File: config.mk
export PLATFORM = sky130hd
export DESIGN_NAME = dram_portb_arbiter
export DESIGN_NICKNAME = d
export VERILOG_FILES = /design/src/rtl/dram_portb_arbiter.sv
export SDC_FILE = /design/constraint.sdc
export NUM_CORES = 1
export LEC_CHECK = 0
export ABC_CLOCK_PERIOD_IN_PS = 5600
export CORE_AREA = 2 2 421 423
export DETAILED_ROUTE_END_ITERATION = 10
export DIE_AREA = 0 0 423 425
export PLACE_DENSITY = 0.3
export RECOVER_POWER = 50
export SLEW_MARGIN = 40
export SYNTH_ARGS = -nofsm -noshare
export SYNTH_HDL_FRONTEND = slang
export SYNTH_SLANG_ARGS = --single-unit
File: constraint.sdc
create_clock -name pll_core_cpuclk -period 5.6 [get_ports pll_core_cpuclk]
set_input_delay 1.12 -clock pll_core_cpuclk [delete_from_list [all_inputs] [get_ports pll_core_cpuclk]]
set_output_delay 1.12 -clock pll_core_cpuclk [all_outputs]
set_load 0.1 [all_outputs]
File: src/rtl/dram_portb_arbiter.sv
// Port-B arbiter for the shared 128-bit system memory.
// Round-robin among up to four requesters, with a bounded burst lock.
// Read responses are steered back to the issuing requester after RD_LAT cycles.
module dram_portb_arbiter #(
  parameter int NUM_REQ  = 4,
  parameter int ADDR_W   = 20,
  parameter int RD_LAT   = 2,
  parameter int LOCK_MAX = 16
) (
  input  logic                    pll_core_cpuclk,
  input  logic                    pad_cpu_rst_b,
  input  logic [NUM_REQ-1:0]      req_valid,
  output logic [NUM_REQ-1:0]      req_ready,
  input  logic [NUM_REQ-1:0]      req_lock,
  input  logic [NUM_REQ*16-1:0]   req_wen,
  input  logic [NUM_REQ*ADDR_W-1:0] req_addr,
  input  logic [NUM_REQ*128-1:0]  req_wdata,
  output logic [NUM_REQ-1:0]      rsp_valid,
  output logic [127:0]            rsp_data,
  output logic [ADDR_W-1:0]       dram1_portb_addr,
  output logic [127:0]            dram1_portb_din,
  output logic [15:0]             dram1_portb_wen,
  input  logic [127:0]            dram1_portb_dout
);

  localparam int ID_W  = 2;
  localparam int CNT_W = 5;

  logic [ID_W-1:0]  ptr;
  logic             lock_active;
  logic [ID_W-1:0]  lock_id;
  logic [CNT_W-1:0] lock_cnt;
  logic [CNT_W-1:0] cnt_nxt;

  logic             gnt_any;
  logic [ID_W-1:0]  gnt_id;
  logic [ID_W-1:0]  cand;
  logic [NUM_REQ-1:0] gnt;
  logic             beat_lock;
  logic             beat_read;

  logic [RD_LAT-1:0] tag_v;
  logic [ID_W-1:0]   tag_id [RD_LAT];

  function automatic logic [ID_W-1:0] next_id(input logic [ID_W-1:0] x);
    return (x == ID_W'(NUM_REQ-1)) ? '0 : x + 1'b1;
  endfunction

  // Pick the winner: the lock owner only while locked, otherwise first valid from ptr upward.
  always_comb begin
    gnt_any = 1'b0;
    gnt_id  = '0;
    cand    = ptr;
    if (lock_active) begin
      gnt_any = req_valid[lock_id];
      gnt_id  = lock_id;
    end else begin
      for (int k = 0; k < NUM_REQ; k++) begin
        if (!gnt_any && req_valid[cand]) begin
          gnt_any = 1'b1;
          gnt_id  = cand;
        end
        cand = next_id(cand);
      end
    end
  end

  // One-hot grant and memory port mux; port idles at zero when nothing is accepted.
  always_comb begin
    gnt              = '0;
    dram1_portb_wen  = '0;
    dram1_portb_addr = '0;
    dram1_portb_din  = '0;
    beat_lock        = 1'b0;
    for (int i = 0; i < NUM_REQ; i++) begin
      if (gnt_any && (gnt_id == ID_W'(i))) begin
        gnt[i]           = 1'b1;
        dram1_portb_wen  = req_wen[i*16 +: 16];
        dram1_portb_addr = req_addr[i*ADDR_W +: ADDR_W];
        dram1_portb_din  = req_wdata[i*128 +: 128];
        beat_lock        = req_lock[i];
      end
    end
  end

  assign req_ready = gnt;
  assign beat_read = gnt_any && (dram1_portb_wen == '0);
  assign cnt_nxt   = (lock_active ? lock_cnt : '0) + 1'b1;

  // Pointer and lock state; a lock ends on an unlocked beat or when the beat count hits LOCK_MAX.
  always_ff @(posedge pll_core_cpuclk or negedge pad_cpu_rst_b) begin
    if (!pad_cpu_rst_b) begin
      ptr         <= '0;
      lock_active <= 1'b0;
      lock_id     <= '0;
      lock_cnt    <= '0;
    end else if (gnt_any) begin
      if (beat_lock && (cnt_nxt < CNT_W'(LOCK_MAX))) begin
        lock_active <= 1'b1;
        lock_id     <= gnt_id;
        lock_cnt    <= cnt_nxt;
      end else begin
        lock_active <= 1'b0;
        lock_cnt    <= '0;
        ptr         <= next_id(gnt_id);
      end
    end
  end

  // Read tag pipeline, aligned with the memory's read latency.
  always_ff @(posedge pll_core_cpuclk or negedge pad_cpu_rst_b) begin
    if (!pad_cpu_rst_b) begin
      tag_v <= '0;
      for (int i = 0; i < RD_LAT; i++) tag_id[i] <= '0;
    end else begin
      tag_v[0]  <= beat_read;
      tag_id[0] <= gnt_id;
      for (int i = 1; i < RD_LAT; i++) begin
        tag_v[i]  <= tag_v[i-1];
        tag_id[i] <= tag_id[i-1];
      end
    end
  end

  // Steer the returning read to its issuer; data is the raw memory output.
  always_comb begin
    rsp_valid = '0;
    for (int i = 0; i < NUM_REQ; i++)
      rsp_valid[i] = tag_v[RD_LAT-1] && (tag_id[RD_LAT-1] == ID_W'(i));
  end

  assign rsp_data = dram1_portb_dout;

endmodule

==> metrics.md, run 1 <==
| Metric | Value |
|---|---|
| Synth Net Count | 2,361 |
| Congestion Overflow GR | 0 |
| Port bufs | 837 |
| Critical Path Most Common Cell | buf_12 |
| Worst Hold End | tag_v[1] |
| Net count, final | 3,186 |
| Simple-gate share of the synthesized area | between 40 and 50% |
| Routed WL | about 120 mm |
| CTS max path bufs | 2 |
| Share of cells above drive strength 1 | 29.0% |
| Met3 Use GR | under 10% |
| Die Span X | roughly 420 µm |
| Min-Delay Path Class | reg2reg |
| Grt met2 use | about a fifth |
| Hold depth | 0 |
| Fill cell count | just over 20,000 |
| Sequential fraction of the synthesis area | 4.71% |
| Crit path cell chain | clkbuf_2 > inv_2 > mux4_2 > buf_4 > o21ai_2 > a31oi_2 > o31ai_2 > buf_4 > inv_2 > ha_4 > buf_12 > buf_12 > buf_16 > buf_6 > nand3b_1 > a21oi_1 > a21oi_2 > nor2_1 > a21oi_2 > nor2_4 > buf_12 |
| Final min period | ~5.4 ns |
| Synth warnings | 0 |
| CTS sink count | 16 |
| Max Slew Vio Count | 0 |
| Worst-path clk slew | ~0.050 ns |
| Remaining DRCs | 0 |
| Largest family of logic cells by synthesized area | simple AND/OR/NAND/NOR gates |
| Slowest-stage cell, CP | mux4_2 |
| Max-cap violations | 0 |
| Post-synthesis xor/xnor area fraction | less than 1% |
| Average wire per cell in the routed design | ~26 µm |
| Crit Path Max Fanout | 11 |
| CTS Root Cell | clkbuf_16 |
| RSZ-0062 raised after global routing | no |
| Vias per Instance | around 3.1 |
| DRT iter0 DRCs | around 900 |
| Placed Instance Area | roughly 0.023 mm² |
| Post-Synth Adder-Cell Area | less than 1% |
| Compound-Gate Fraction of Synth Area | approximately 33% |
| Status | finished, final reports clean |
| Setup CP Type | in2out |
| CP startpoint kind | input pin |
| CP peak stage delay | between 0.5 and 0.6 ns |
| GR Util met1 | 17.2% |
| Fin crit share | between 90% and 100% |
| Reg2reg end | tag_v[0] |
| Cells on worst reg2reg path | 17 |
| Post-synth cell types | 65 |
| Num CTS Buffers | 3 |
| Synth Instances | around 1,600 |
| Cell row count | between 150 and 200 |
| Asr flop ratio synth | between 90% and 100% |
| H-tree Lvls | 1 |
| Synth-to-layout area growth | 187% |
| Crit. End Element | primary output |
| Die span in y | 425 µm |
| Multi-input gate area | approximately 0.0080 mm² |
| Register area | 400 µm² |
| Hold Path Origin | tag_v[0] |
| Setup Viol. Count Final | 0 |
| Largest net degree at the start of global routing | between 40 and 50 |
| Grt peak-use layer | met2 |
| Placeable Area | 0.175 mm² |
| Overall routing resource usage | 13.0% |
| Most common cell after layout, fill and taps aside | clkdlybuf4s50_1 |
| Antenna-violating nets left | 0 |
| DR pass1 iterations | 6 |
| Layout Skew | about 0.0016 ns |
| Most frequent cells in the layout | clkdlybuf4s50_1, a21oi_1, buf_12 |
| Post-synthesis area per instance | 5.44 µm² |
| Number of synthesized register bits | 16 |
| CTS tree | done |
| Reg-to-reg slack, setup | about 0.90 ns |
| Worst endpoint required time | approximately 4.5 ns |
| Placer Congestion | approximately 0.9 |
| Final hold vios | 0 |
| Initial Utilization | 4.84% |
| R2r startpoint | ptr[0] |
| Mux cell area share after synthesis | between 1.5 and 2% |
| Worst EP arrival | 4.32 ns |
| Die Area | approximately 0.18 mm² |
| Final Cell Area | around 0.024 mm² |
| I/O Pins | around 1,100 |
| EDFF count, synth | 0 |
| Relative slew slack | between 10% and 20% |
| Vias after detailed routing | between 10,000 and 15,000 |
| First-pass GRT wire length | ~160 mm |
| Antenna violations before repair | between 50 and 60 |
| Clk_lat worst skew | ~0.24 ns |
| Mapped cell area | approximately 0.0085 mm² |
| Tightest Pin Transition | 1.23 ns |
| Hold_buf cts | 0 |
| Post-detail-place hpwl | roughly 110 mm |
| Fmax | roughly 0.18 GHz |
| Main synth FF type | dfrtp_1 |
| Number of global-route vias before repair | roughly 15,000 |
==> per-stage QoR <==
stage          hold slack, ns  TNS (ns)  std cells  setup WS (ns)  util [%]
2_1_floorplan           0.331         0       1561        0.00666         -
3_3_place_gp            0.337    -42.03       4694         -0.533      13.4
3_5_place_dp            0.344    -41.53       4694         -0.546      13.4
4_1_cts                 0.356         0       4718        0.00185      13.8
5_1_grt                 0.365         0       4727        0.00518      13.9
6_report                0.353         0       4733          0.157      13.9
==> synth_stat cells, drive strengths merged (6+ instances only) <==
master  number  area share (%)
a221oi       8            0.90
buf        181              14
and2         8            0.59
inv         14            0.62
nand2b       7            0.52
nand3b     153              14
o21ai       18             1.2
nand2      181             8.0
nor2       328              14
and3         7            0.52
ha           6            0.88
nor2b        8            0.59
a21oi      451              27
o211ai       6            0.59
clkbuf      99             4.4
dfrtp       16             4.7
==> critical path: cells and delay by family <==
kind,cells,cell delay (ns)
AO/OA/AOI/OAI,6,0.90
AND/OR/NAND/NOR,3,0.26
adder cells (fa/ha/maj),1,0.17
buffers and inverters,10,1.31
multiplexers,1,0.53
==> how the worst max path moves through the flow <==
stage / start / endpoint / slack (ns) / depth (start not counted)
after floorplan: req_valid[2] / dram1_portb_wen[13] / 0.007 / 13
after global placement: req_valid[2] / dram1_portb_din[68] / -0.53 / 21
after detailed placement: req_valid[3] / dram1_portb_din[68] / -0.55 / 18
after CTS: req_valid[3] / dram1_portb_din[104] / 0.002 / 19
after global routing: req_valid[3] / dram1_portb_din[40] / 0.005 / 21
final: req_valid[1] / dram1_portb_din[40] / 0.16 / 21
==> logic make-up after synthesis <==
kind of cell,after synthesis
compound gates,520
xor+xnor,2
fa+ha+maj,6
buf+inv,294
flops,16
mux,9
simple gates,714
==> sequential cells by signal (all words and copies together) (netlist names) <==
register     count
lock_id          2
ptr              2
tag_id           4
lock_cnt         5
tag_v            2
lock_active      1
==> routing by layer <==
metal / routed length (µm) / part of all wire, % / vias to the layer above
met5: 430 / 0.35 / -
met4: 1810 / 1.5 / 46
met3: 10800 / 8.7 / 148
met2: 56800 / 46 / 682
met1: 54300 / 44 / 7015
li1: - / - / 6892
==> area by class of cell <==
class,instances,area share (%)
sequential,16,1.64
clock buffer,4,0.364
timing repair buffer,1100,52.8
tap,2340,12.0
multi-input combinational,1251,32.8
antenna,8,0.0821
inverter,14,0.231
==> what timing repair did <==
action | 4_1_cts | 5_1_grt
gates resized for setup | 78 | 38
buffers inserted | 13 | 3
gates cloned | 7 | 4
setup endpoints to repair | 164 | 162
pin swaps | 10 | 20
hold endpoints to repair | 0 | 0
Power of run 1 is left out: the tool's default activity adds up to more than one toggle a clock period on the data nets, which glitch-free logic cannot reach.
==> run 2, diff against run 1 <==
CELL_PAD_IN_SITES_DETAIL_PLACEMENT = 0   (was unset)
CELL_PAD_IN_SITES_GLOBAL_PLACEMENT = 1   (was unset)
GPL_TIMING_DRIVEN = 0   (was unset)
PLACE_DENSITY = 0.36   (was 0.3)
==> metrics.md, run 2 (synthesized netlist as in run 1, its figures left out) <==
| Metric | Value |
|---|---|
| Share of cells above drive strength 1 | between 30% and 40% |
| Reg2reg end | tag_v[0] |
| Final min period | 5.62 ns |
| DR pass1 iterations | 5 |
| Max Slew Vio Count | 0 |
| Crit. End Element | primary output |
| Antenna-violating nets left | 0 |
| CP bufs+invs | 8 |
| CTS max path bufs | 2 |
| Overall routing resource usage | between 15 and 20% |
| Largest net degree at the start of global routing | 17 |
| Reg-to-reg slack, setup | ~1 ns |
| Cell row count | roughly 150 |
| CTS tree | done |
| Setup ws final | -0.0176 ns |
| CP peak stage delay | roughly 0.49 ns |
| R2r startpoint | ptr[1] |
| Antenna violations before repair | between 70 and 80 |
| Crit path cell chain | buf_12 > inv_4 > mux4_2 > buf_6 > a221oi_4 > o31ai_4 > ha_4 > buf_12 > clkbuf_16 > buf_16 > clkbuf_16 > nand3b_1 > a21oi_2 > a21oi_2 > nor2_1 > a21oi_2 > nor2_4 > buf_12 |
| Max FFs per register | 5 |
| Average wire per cell in the routed design | 29.3 µm |
| Clk_lat worst skew | 0.25 ns |
| Placer Congestion | around 0.88 |
| Tightest Pin Transition | ~1.2 ns |
| Setup Viol. Count Final | 1 |
| CTS Root Cell | clkbuf_16 |
| Num CTS Buffers | 3 |
| First-pass GRT wire length | between 150 and 200 mm |
| DRT iter0 DRCs | between 1,000 and 1,500 |
| Final hold vios | 0 |
| Cells on worst reg2reg path | 19 |
| Min-Delay Path Class | reg2reg |
| Congestion Overflow GR | 0 |
| Worst Hold End | tag_v[1] |
| Number of global-route vias before repair | between 15,000 and 20,000 |
| Status | finished, violations left |
| Most frequent cells in the layout | clkdlybuf4s50_1, a21oi_1, buf_4 |
| Die Area | ~0.18 mm² |
| Max-cap violations | 0 |
| Setup CP Type | in2out |
| Layout Skew | ~0.0075 ns |
| Most flop-heavy register | lock_cnt |
| CP top delay family | buffers and inverters |
| Die span in y | 425 µm |
| H-tree Lvls | 1 |
| Relative slew slack | a little over a fifth |
| RSZ-0062 raised after global routing | yes |
| Fmax | between 0.15 and 0.2 GHz |
| CTS sink count | 16 |
| Routed WL | ~140 mm |
| Fin crit share | 100% |
| Initial Utilization | around 4.8% |
| I/O Pins | 1,094 |
| Hold depth | 0 |
| Fill cell count | 20,300 |
| Failing checks | setup timing |
| Remaining DRCs | 0 |
| Most common cell after layout, fill and taps aside | clkdlybuf4s50_1 |
| Port bufs | 964 |
| Vias per Instance | roughly 3.2 |
| Post-detail-place hpwl | 127 mm |
| Net count, final | between 3,000 and 4,000 |
| Synth-to-layout area growth | 184% |
| Worst-path clk slew | 0.05 ns |
| Worst EP arrival | about 4.5 ns |
| Worst endpoint required time | ~4.5 ns |
| Die Span X | approximately 420 µm |
| Placeable Area | around 0.18 mm² |
| Slowest-stage cell, CP | mux4_2 |
| Largest registers | lock_cnt (5), tag_id (4) |
| Crit Path Max Fanout | 6 |
| Hold Path Origin | tag_v[0] |
| Vias after detailed routing | about 16,000 |
| Pre-CTS setup slack | -2.65 ns |
| CP startpoint kind | input pin |
[run 2: changes by cell type in the layout (fill, tap and decap cells not counted), sizes merged]
cell,before,now
buf,424,541
inv,13,14
clkbuf,17,89
diode,8,9
bufbuf,3,0
clkinvlp,1,0
[run 2: how the worst max path moves through the flow]
stage / from / to / depth (start not counted)
6_report: req_valid[3] / dram1_portb_din[66] / 18
5_1_grt: req_valid[3] / dram1_portb_din[66] / 18
4_1_cts: req_valid[3] / dram1_portb_din[54] / 21
3_5_place_dp: req_valid[3] / dram1_portb_wen[10] / 15
3_3_place_gp: req_valid[3] / dram1_portb_addr[7] / 18
2_1_floorplan: req_valid[2] / dram1_portb_wen[13] / 13
[run 2: layout make-up]
class | instances | area, µm² | share of cell area [%]
Buffer | 278 | 2530 | 10.5
Inverter | 14 | 60.1 | 0.249
Tap cell | 2340 | 2930 | 12.1
Antenna cell | 9 | 22.5 | 0.0934
Clock buffer | 4 | 88.8 | 0.368
Sequential cell | 16 | 402 | 1.67
Timing Repair Buffer | 1008 | 9650 | 40.0
Multi-Input combinational cell | 1251 | 8430 | 35.0
[run 2: stage by stage]
stage          area (µm²)  utilization [%]  TNS [ns]  hold slack (ns)  std cells
2_1_floorplan        9750                -         0            0.331       1561
4_1_cts             23400             13.4    -0.288            0.349       4905
3_5_place_dp        21000             12.0   -348.27            0.339       4870
6_report            24100             13.7   -0.0176            0.347       4920
3_3_place_gp        22300             12.7   -609.59            0.338       4865
5_1_grt             24100             13.7    -0.168            0.352       4912
[run 2: metal layers]
metal | share of wire [%] | track usage [%] | vias to the layer above
li1 | - | - | 7273
met1 | 44 | 19.8 | 7786
met2 | 49 | 26.5 | 719
met3 | 6.1 | 3.21 | 136
met4 | 0.89 | 0.516 | 58
met5 | 0.25 | 0 | -
[run 2: timing repair]
| action | in CTS | in global routing |
|---|---|---|
| hold endpoints to repair | 0 | 0 |
| setup endpoints to repair | 169 | 151 |
| gates cloned | 6 | 3 |
| pin swaps | 28 | 33 |
| resized for setup | 636 | 190 |
| hold buffers | 0 | 0 |
| buffers inserted | 26 | 5 |
Power of run 2 is left out for the same reason.
